## config.mk

```make
export PLATFORM = sky130hd
export DESIGN_NAME = rom_stream_loader
export DESIGN_NICKNAME = d
export VERILOG_FILES = /design/src/rtl/rom_stream_loader_pkg.sv /design/src/rtl/rom_stream_loader_byte_packer.sv /design/src/rtl/rom_stream_loader.sv
export SDC_FILE = /design/constraint.sdc
export NUM_CORES = 1
export LEC_CHECK = 0
export BUFFER_PORTS_ARGS = -buffer_cell sky130_fd_sc_hd__buf_4
export CAP_MARGIN = 20
export CELL_PAD_IN_SITES_DETAIL_PLACEMENT = 0
export CELL_PAD_IN_SITES_GLOBAL_PLACEMENT = 1
export CORE_ASPECT_RATIO = 0.75
export CORE_MARGIN = 10
export CORE_UTILIZATION = 30
export CTS_CLUSTER_DIAMETER = 200
export CTS_CLUSTER_SIZE = 8
export DETAILED_ROUTE_END_ITERATION = 8
export PLACE_DENSITY_LB_ADDON = 0.2
export SYNTH_ARGS = -nofsm -noshare
export SYNTH_HDL_FRONTEND = slang
export SYNTH_HIERARCHICAL = 1
export SYNTH_SLANG_ARGS = --single-unit
export TNS_END_PERCENT = 20
```

## constraint.sdc

```tcl
create_clock -name clock -period 3.1 [get_ports clock]
set_clock_uncertainty 0.2 [all_clocks]
set_input_delay 0.62 -clock clock [delete_from_list [all_inputs] [get_ports clock]]
set_output_delay 0.62 -clock clock [all_outputs]
set_load 0.005 [all_outputs]
```

## src/rtl/rom_stream_loader_pkg.sv

```systemverilog
// rom_stream_loader_pkg: shared state type, sizing helpers and pad mask for the ROM boot loader
package rom_stream_loader_pkg;
    typedef enum logic [1:0] {IDLE, FETCH, WRITE, DONE} state_t;
    localparam int LANE_W = 4;
    function automatic int words_for(input int rom_size, input int word_bytes);
        return (rom_size + word_bytes - 1) / word_bytes;
    endfunction
    function automatic int cnt_width(input int rom_size);
        return $clog2(rom_size) + 1;
    endfunction
    localparam int ROM_SIZE_DEF = 165;
    localparam int WORD_BYTES_DEF = 4;
    localparam int WORDS = words_for(ROM_SIZE_DEF, WORD_BYTES_DEF);
    localparam int CNT_W = cnt_width(ROM_SIZE_DEF);
    // one bit per filled lane; lanes at or above the fill count read as zero
    function automatic logic [7:0] pad_mask(input logic [LANE_W-1:0] lanes);
        return 8'((9'd1 << lanes) - 9'd1);
    endfunction
endpackage

```

## src/rtl/rom_stream_loader_byte_packer.sv

```systemverilog
// byte_packer: little-endian lane register with load-at-lane, clear and zero-padded output
module byte_packer
    import rom_stream_loader_pkg::*;
#(
    parameter int WORD_BYTES = 4
) (
    input  logic                    clock,
    input  logic                    reset,
    input  logic                    clear,
    input  logic                    load,
    input  logic [LANE_W-1:0]       lane,
    input  logic [7:0]              byte_in,
    output logic [8*WORD_BYTES-1:0] word
);
    logic [8*WORD_BYTES-1:0] lanes_q;
    logic [WORD_BYTES-1:0] mask;
    assign mask = WORD_BYTES'(pad_mask(lane));
    always_ff @(posedge clock) begin
        if (reset || clear) lanes_q <= '0;
        else if (load) lanes_q[8*lane +: 8] <= byte_in;
    end
    for (genvar k = 0; k < WORD_BYTES; k++) begin : g_lane
        assign word[8*k +: 8] = mask[k] ? lanes_q[8*k +: 8] : 8'h00;
    end
endmodule

```

## src/rtl/rom_stream_loader.sv

```systemverilog
// rom_stream_loader: copies a combinational byte ROM into memory as packed words over valid/ready
module rom_stream_loader
    import rom_stream_loader_pkg::*;
#(
    parameter int ROM_SIZE = 165,
    parameter int WORD_BYTES = 4,
    parameter int ADDR_WIDTH = 32,
    parameter logic [ADDR_WIDTH-1:0] BASE_ADDR = '0
) (
    input  logic                    clock,
    input  logic                    reset,
    input  logic                    start,
    output logic [ADDR_WIDTH-1:0]   rom_address,
    input  logic [7:0]              rom_byte,
    output logic [ADDR_WIDTH-1:0]   mem_address,
    output logic [8*WORD_BYTES-1:0] mem_data,
    output logic                    mem_valid,
    input  logic                    mem_ready,
    output logic                    busy,
    output logic                    done,
    output logic [7:0]              checksum
);
    localparam int CW = cnt_width(ROM_SIZE);
    state_t state, next;
    logic [CW-1:0] counter, word_index;
    logic [LANE_W-1:0] lane;
    logic [ADDR_WIDTH-1:0] rom_hold;
    logic [7:0] sum;
    logic [8*WORD_BYTES-1:0] packed_word;
    logic load_start, accept, fetch_end;
    assign load_start = start && (state == IDLE || state == DONE);
    assign accept = state == WRITE && mem_ready;
    assign fetch_end = lane == LANE_W'(WORD_BYTES - 1) || counter == CW'(ROM_SIZE - 1);
    always_comb begin
        next = state;
        unique case (state)
            IDLE, DONE: next = start ? FETCH : state;
            FETCH:      next = fetch_end ? WRITE : FETCH;
            WRITE:      next = !mem_ready ? WRITE : (counter == CW'(ROM_SIZE)) ? DONE : FETCH;
            default:    next = IDLE;
        endcase
        rom_address = state == FETCH ? ADDR_WIDTH'(counter) : rom_hold;
        mem_valid = state == WRITE;
        mem_address = mem_valid ? BASE_ADDR + ADDR_WIDTH'(word_index) * ADDR_WIDTH'(WORD_BYTES) : '0;
        mem_data = mem_valid ? packed_word : '0;
        busy = state == FETCH || state == WRITE;
        done = state == DONE;
        checksum = sum;
    end
    always_ff @(posedge clock) begin
        if (reset) begin
            state <= IDLE;
            counter <= '0;
            word_index <= '0;
            lane <= '0;
            sum <= '0;
            rom_hold <= '0;
        end else begin
            state <= next;
            if (load_start) begin
                counter <= '0;
                word_index <= '0;
                lane <= '0;
                sum <= '0;
            end else if (state == FETCH) begin
                counter <= counter + 1'b1;
                lane <= lane + 1'b1;
                sum <= sum + rom_byte;
                rom_hold <= rom_address;
            end else if (accept) begin
                word_index <= word_index + 1'b1;
                lane <= '0;
            end
        end
    end
    byte_packer #(.WORD_BYTES(WORD_BYTES)) u_packer (
        .clock(clock),
        .reset(reset),
        .clear(load_start || accept),
        .load(state == FETCH),
        .lane(lane),
        .byte_in(rom_byte),
        .word(packed_word)
    );
endmodule

```

Word level (Yosys, flattened, before mapping)
Cells that the tools add are included.
{ "word_totals": {"register_bits": 96, "in_bits": 12, "wordCells": 53} }
{ "classes": {"add_sub_neg": 6, "n_eq_ne": 7, "shifts": 3, "n_mux": 15, "bitwise": 2, "n_reduce_logical": 13} }
{ "ops": {"columns": ["op", "count"], "rows": [
  ["$mux W32", 2],
  ["$neg A7 Y34", 1],
  ["$shift A8 B34 Y32 const A", 1],
  ["$shiftx A8 B34 Y32", 1],
  ["$bwmux W32", 1],
  ["$mux W8", 4],
  ["$add A9 B1 Y9 const B", 2],
  ["$eq A9 B8 Y1 const B", 2],
  ["$mux W11", 1],
  ["$add A8 B8 Y8", 1],
  ["$mux W2", 4],
  ["$mux W4", 2],
  ["$pmux W2 S3", 1],
  ["$logic_or A1 B1 Y1", 5],
  ["$add A4 B1 Y4 const B", 1],
  ["$eq A2 B2 Y1 const B", 2],
  ["$eq A4 B2 Y1 const B", 1],
  ["$reduce_and A2 Y1", 2],
  ["$reduce_or A2 Y1", 2],
  ["$shl A1 B4 Y4 const A", 1],
  ["$sub A4 B1 Y4 const B", 1],
  ["$eq A2 B1 Y1 const B", 1],
  ["$logic_and A1 B1 Y1", 2],
  ["$logic_not A2 Y1", 1],
  ["3 further kinds", 4]
]} }

Logic depth before layout (Yosys ltp)
{ "depth": {"depth_word": 5, "mapped_depth": 9, "ltp_nobuf": 8} }

By module
Netlist, hierarchy kept.
{ "modules_own_cells": {"columns": ["mod", "n_inst", "cells_each", "area_each_um2"], "rows": [
  ["rom_stream_loader", 1, 374, 3303.2],
  ["byte_packer", 1, 179, 1656.6]
]} }

Worst setup path before layout
OpenSTA, ideal clock, no wires.
{ "synth_timing": {"path_kind": "register to output", "start": "reg lane[0]", "end": "out mem_data[16]", "t_arrival_ns": 1.938, "required_ns": 2.280, "setup_slack_ns": 0.342, "path_stages_with_launch": 9, "n_path_buf": 2, "path_cell_list": "dfxtp_1 -> buf_6 -> nor4_4 -> inv_2 -> buf_6 -> ha_1 -> xnor2_1 -> nor2b_1 -> and2_1"} }
{ "synth_between": {"elab_chain_cells": 4} }
{ "synth_rtl": {"columns": ["element", "line", "text"], "rows": [
  ["start, declared", "rom_stream_loader.sv:26", "logic [LANE_W-1:0] lane;"],
  ["start signal, assigned", "rom_stream_loader.sv:67", "lane <= lane + 1'b1;"],
  ["$shl A1 B4 Y4", "rom_stream_loader_pkg.sv:17", "return 8'((9'd1 << lanes) - 9'd1);"],
  ["$sub A4 B1 Y4", "rom_stream_loader_pkg.sv:17", null],
  ["$mux W8", "rom_stream_loader_byte_packer.sv:23", "assign word[8*k +: 8] = mask[k] ? lanes_q[8*k +: 8] : 8'h00;"],
  ["named net packed_word[16]", "rom_stream_loader.sv:29", "logic [8*WORD_BYTES-1:0] packed_word;"],
  ["$mux W32", "rom_stream_loader.sv:45", "mem_data = mem_valid ? packed_word : '0;"],
  ["end, declared", "rom_stream_loader.sv:16", "output logic [8*WORD_BYTES-1:0] mem_data,"]
]} }
The timed path passes the listed nets, and every way through them passes these cells.

Final worst setup path
{ "layout_timing": {"start": "reg lane[1]", "end": "out mem_data[19]"} }
The elaborated chain is that of the path after synthesis.

==> results.toml <==
[logic_synthesis]
post_synthesis_share_of_cell_area_spent_on_and_or_nand_and_nor_gates_pct = 31.2
synthCells = 553
dominantRegCellSynth = "sky130_fd_sc_hd__dfxtp_1"
ys_warn_count = 6
synth-adder-area-share_pct = 4.94
async_reset_ff_share_pct = 0
netlist.area_leader.share_pct = 38.7
synth_top_family_by_area = "simple AND/OR/NAND/NOR gates"
synth_xor_area_share_pct = 3.53
largest_cells_by_area_after_synthesis = "sky130_fd_sc_hd__dfxtp_1 (39%), sky130_fd_sc_hd__nor2b_1 (10%), sky130_fd_sc_hd__mux2i_1 (5.9%)"
synth_enable_flop_cells = 0
synth_compound_gate_area_share_pct = 6.46
netlist.top_cell.by_area = "sky130_fd_sc_hd__dfxtp_1"
synth_sequential_area_ratio_pct = 38.7
yosys.cell_types.count = 55
synth.area.mux_share_pct = 8.12
synth.cell_area_sq_mm = 0.00496
post_synth.cell_area_avg_sq_um = 8.97
flip_flop_and_latch_count_after_synthesis = 96

[critical_path]
worstReg2RegStart = "lane[2]"
crit_start = "lane[1]"
critPathLaunchType = "flip-flop"
critPathMaxFanout = 17
timing.setup.critical_path_class = "reg2out"
cp.arrival_ps = 2110
crit_required_ps = 2280
endpoint_kind = "output pin"

[final_layout]
syn2layout_area_growth_pct = 24.5
layout.cells.most_common = "sky130_fd_sc_hd__buf_4"
antennaDiodeCount = 0
fin_util_pct = 38.3
layout.nets = 674
mostFrequentLayoutCells = "sky130_fd_sc_hd__buf_4 (108), sky130_fd_sc_hd__dfxtp_1 (95), sky130_fd_sc_hd__nor2b_1 (83)"
fillerInstances = 1672
final_standard_cell_count_with_taps_included_and_fillers_excluded = 858
layout-drive-gt1-share_pct = 22.8

[clock_network]
htreeDepth = 3
clkSlewWorstSetupHoldPaths_ps = 60
cts_tree = "built"
cts_root_buf = "sky130_fd_sc_hd__clkbuf_16"
cts_max_path_buffers = 2
clk_latency_ps = 340
clock_sink_count = 96
numCtsBuffers = 9

[power]
share_clk_of_total_power_pct = 32.7
seq_power_share_pct = 35.5
total_internal_power_w = 0.00260
p_per_area_mw_per_mm2 = 641
power_frac_comb_pct = 31.7
netSwitchingPower_w = 0.00136
largest_voltage_drop_on_the_vdd_net_mv = 0.294
fin_total_pwr_w = 0.00396
swShare_pct = 34.4
p_leak_nw = 2.76

[floorplan]
core_area_sq_mm = 0.0161
placementRows = 40
boundaryPins = 119
chipHeight_microns = 131
floorplan.die.width_microns = 168
start_util_pct = 30.8
floorplan.die_area_sq_mm = 0.0221

[worst_hold_path]
hold_path_class = "reg2reg"
min-delay-start = "u_packer/lanes_q[8]"

[detailed_routing]
wire_per_inst_microns = 15.1
drt_first_pass_iters = 5
post_route_drc_violation_count = 0
vias_per_cell = 4.50
drt-total-wl_mm = 13.0
vias = 3862
initialDrtViolationCount = 163
ant_nets = 0

[timing]
finalMaxSlewViolations = 0
max_freq_mhz = 342
final.setup.tns_ps = 0
setup_viol_count_final = 0
final.period_utilization_pct = 94.4
worstMarginPinSlew_ps = 594
report.final.hold_viol_count = 0
slew_headroom_pct = 60.4
final.min_clock_period_ps = 2930

[placed_design]
final_estimated_routing_congestion_in_global_placement = 0.806
dp_hpwl_mm = 9.92
io_buffer_count = 95
dpl.cell_count = 841

[grt]
grtUsageTotal_pct = 11.5
largest_net_degree_at_the_start_of_global_routing = 39
grt_overflow_total = 0
via_count_of_the_first_global_routing_pass = 3919
grt_pass1_wl_mm = 21.0
number_of_antenna_violations_at_the_first_check_in_global_routing = 0

[run]
max_cap_violations = 0

[status]
status = "finished clean"
[synth_stat cells, types with 2 or more instances]
master                     instances
sky130_fd_sc_hd__dfxtp_1          96
sky130_fd_sc_hd__nor2b_1          83
sky130_fd_sc_hd__nand2_1          45
sky130_fd_sc_hd__and2_1           41
sky130_fd_sc_hd__mux2i_1          29
sky130_fd_sc_hd__nor2_1           26
sky130_fd_sc_hd__buf_4            24
sky130_fd_sc_hd__a21oi_1          19
sky130_fd_sc_hd__ha_1             18
sky130_fd_sc_hd__nand3_1          18
sky130_fd_sc_hd__clkbuf_1         16
sky130_fd_sc_hd__nand4_1          11
sky130_fd_sc_hd__inv_1            10
sky130_fd_sc_hd__xnor2_1          10
sky130_fd_sc_hd__xor2_1           10
sky130_fd_sc_hd__mux2_1            9
sky130_fd_sc_hd__and2_2            8
sky130_fd_sc_hd__o31ai_1           7
sky130_fd_sc_hd__buf_2             6
sky130_fd_sc_hd__nand2b_1          6
sky130_fd_sc_hd__o21ai_0           5
sky130_fd_sc_hd__a211oi_1          4
sky130_fd_sc_hd__or3_1             4
sky130_fd_sc_hd__and3_1            3
sky130_fd_sc_hd__buf_1             3
sky130_fd_sc_hd__nor3b_1           3
sky130_fd_sc_hd__a21oi_2           2
sky130_fd_sc_hd__a221oi_1          2
sky130_fd_sc_hd__a31oi_1           2
sky130_fd_sc_hd__and4_1            2
sky130_fd_sc_hd__buf_6             2
sky130_fd_sc_hd__nand4_2           2
sky130_fd_sc_hd__nor3_1            2
sky130_fd_sc_hd__o21a_1            2
sky130_fd_sc_hd__o21ai_1           2
sky130_fd_sc_hd__or3_2             2
[worst max-delay path, cell delays in order, from the launching register on]
cell                      delay [ps]
sky130_fd_sc_hd__dfxtp_1         390
sky130_fd_sc_hd__nor4_4          380
sky130_fd_sc_hd__inv_4           150
sky130_fd_sc_hd__ha_1            220
sky130_fd_sc_hd__xnor2_1         150
sky130_fd_sc_hd__buf_4           170
sky130_fd_sc_hd__nor2b_1          50
sky130_fd_sc_hd__and2_1          130
sky130_fd_sc_hd__buf_4           130
[final timing paths]
kind                                        endpoint  cells after the start  slack, ps
worst max-delay path                    mem_data[19]                      8        170
worst min register to register   u_packer/lanes_q[8]                      2        260
worst max register to register  u_packer/lanes_q[20]                      5        420
worst min-delay path             u_packer/lanes_q[8]                      2        260
[through the flow]
step                setup slack, ps  hold WS [ps]  instance area, sq um
finish                          172           258                  6170
global route                  -11.0           269                  6170
detailed placement              447           251                  5810
floorplan                       342           234                  5040
CTS                            93.0           261                  6160
global placement                487           246                  5810
[power by group through the flow]
stage	clock network, W	logic, W	registers [W]
after global placement	0	0.00123	0.00143
after global routing	0.00138	0.00141	0.00142
after detailed placement	0	0.00125	0.00143
final	0.00130	0.00126	0.00141
after CTS	0.00134	0.00125	0.00141
after floorplan	0	0.000918	0.00140
[flip-flops by register name, indices dropped and copies added (netlist names)]
name,count
rom_hold,32
state,2
lane,4
u_packer/lanes_q,32
word_index,9
counter,9
checksum,8
[per-layer routing]
layer / GRT usage [%] / part of all wire (%)
met1: 15.5 / 51
met3: 4.53 / 7.1
met2: 16.5 / 41
met4: 3.04 / 0.79
met5: 0 / 0
[repair_timing]
action	in CTS	in global routing
gates resized for setup	0	2
buffers inserted	0	1
hold endpoints to repair	0	0
hold buffers	0	0
endpoints found under the setup margin	0	8
[kinds of logic after synthesis]
group	count (synthesis)
simple gates	267
fa+ha+maj	19
flops	96
buf+inv	62
other cells	1
compound gates	49
xor+xnor	20
mux	39
[final cells by class]
type / count / area (sq um) / share of cell area [%]
clock buffer: 11 / 253 / 4.09
clock inverter: 5 / 103 / 1.66
inverter: 11 / 43.8 / 0.709
multi-input combinational: 417 / 2780 / 45.0
sequential: 96 / 1920 / 31.2
tap: 210 / 263 / 4.26
timing repair buffer: 108 / 811 / 13.1
(Power assumes the default switching activity.)
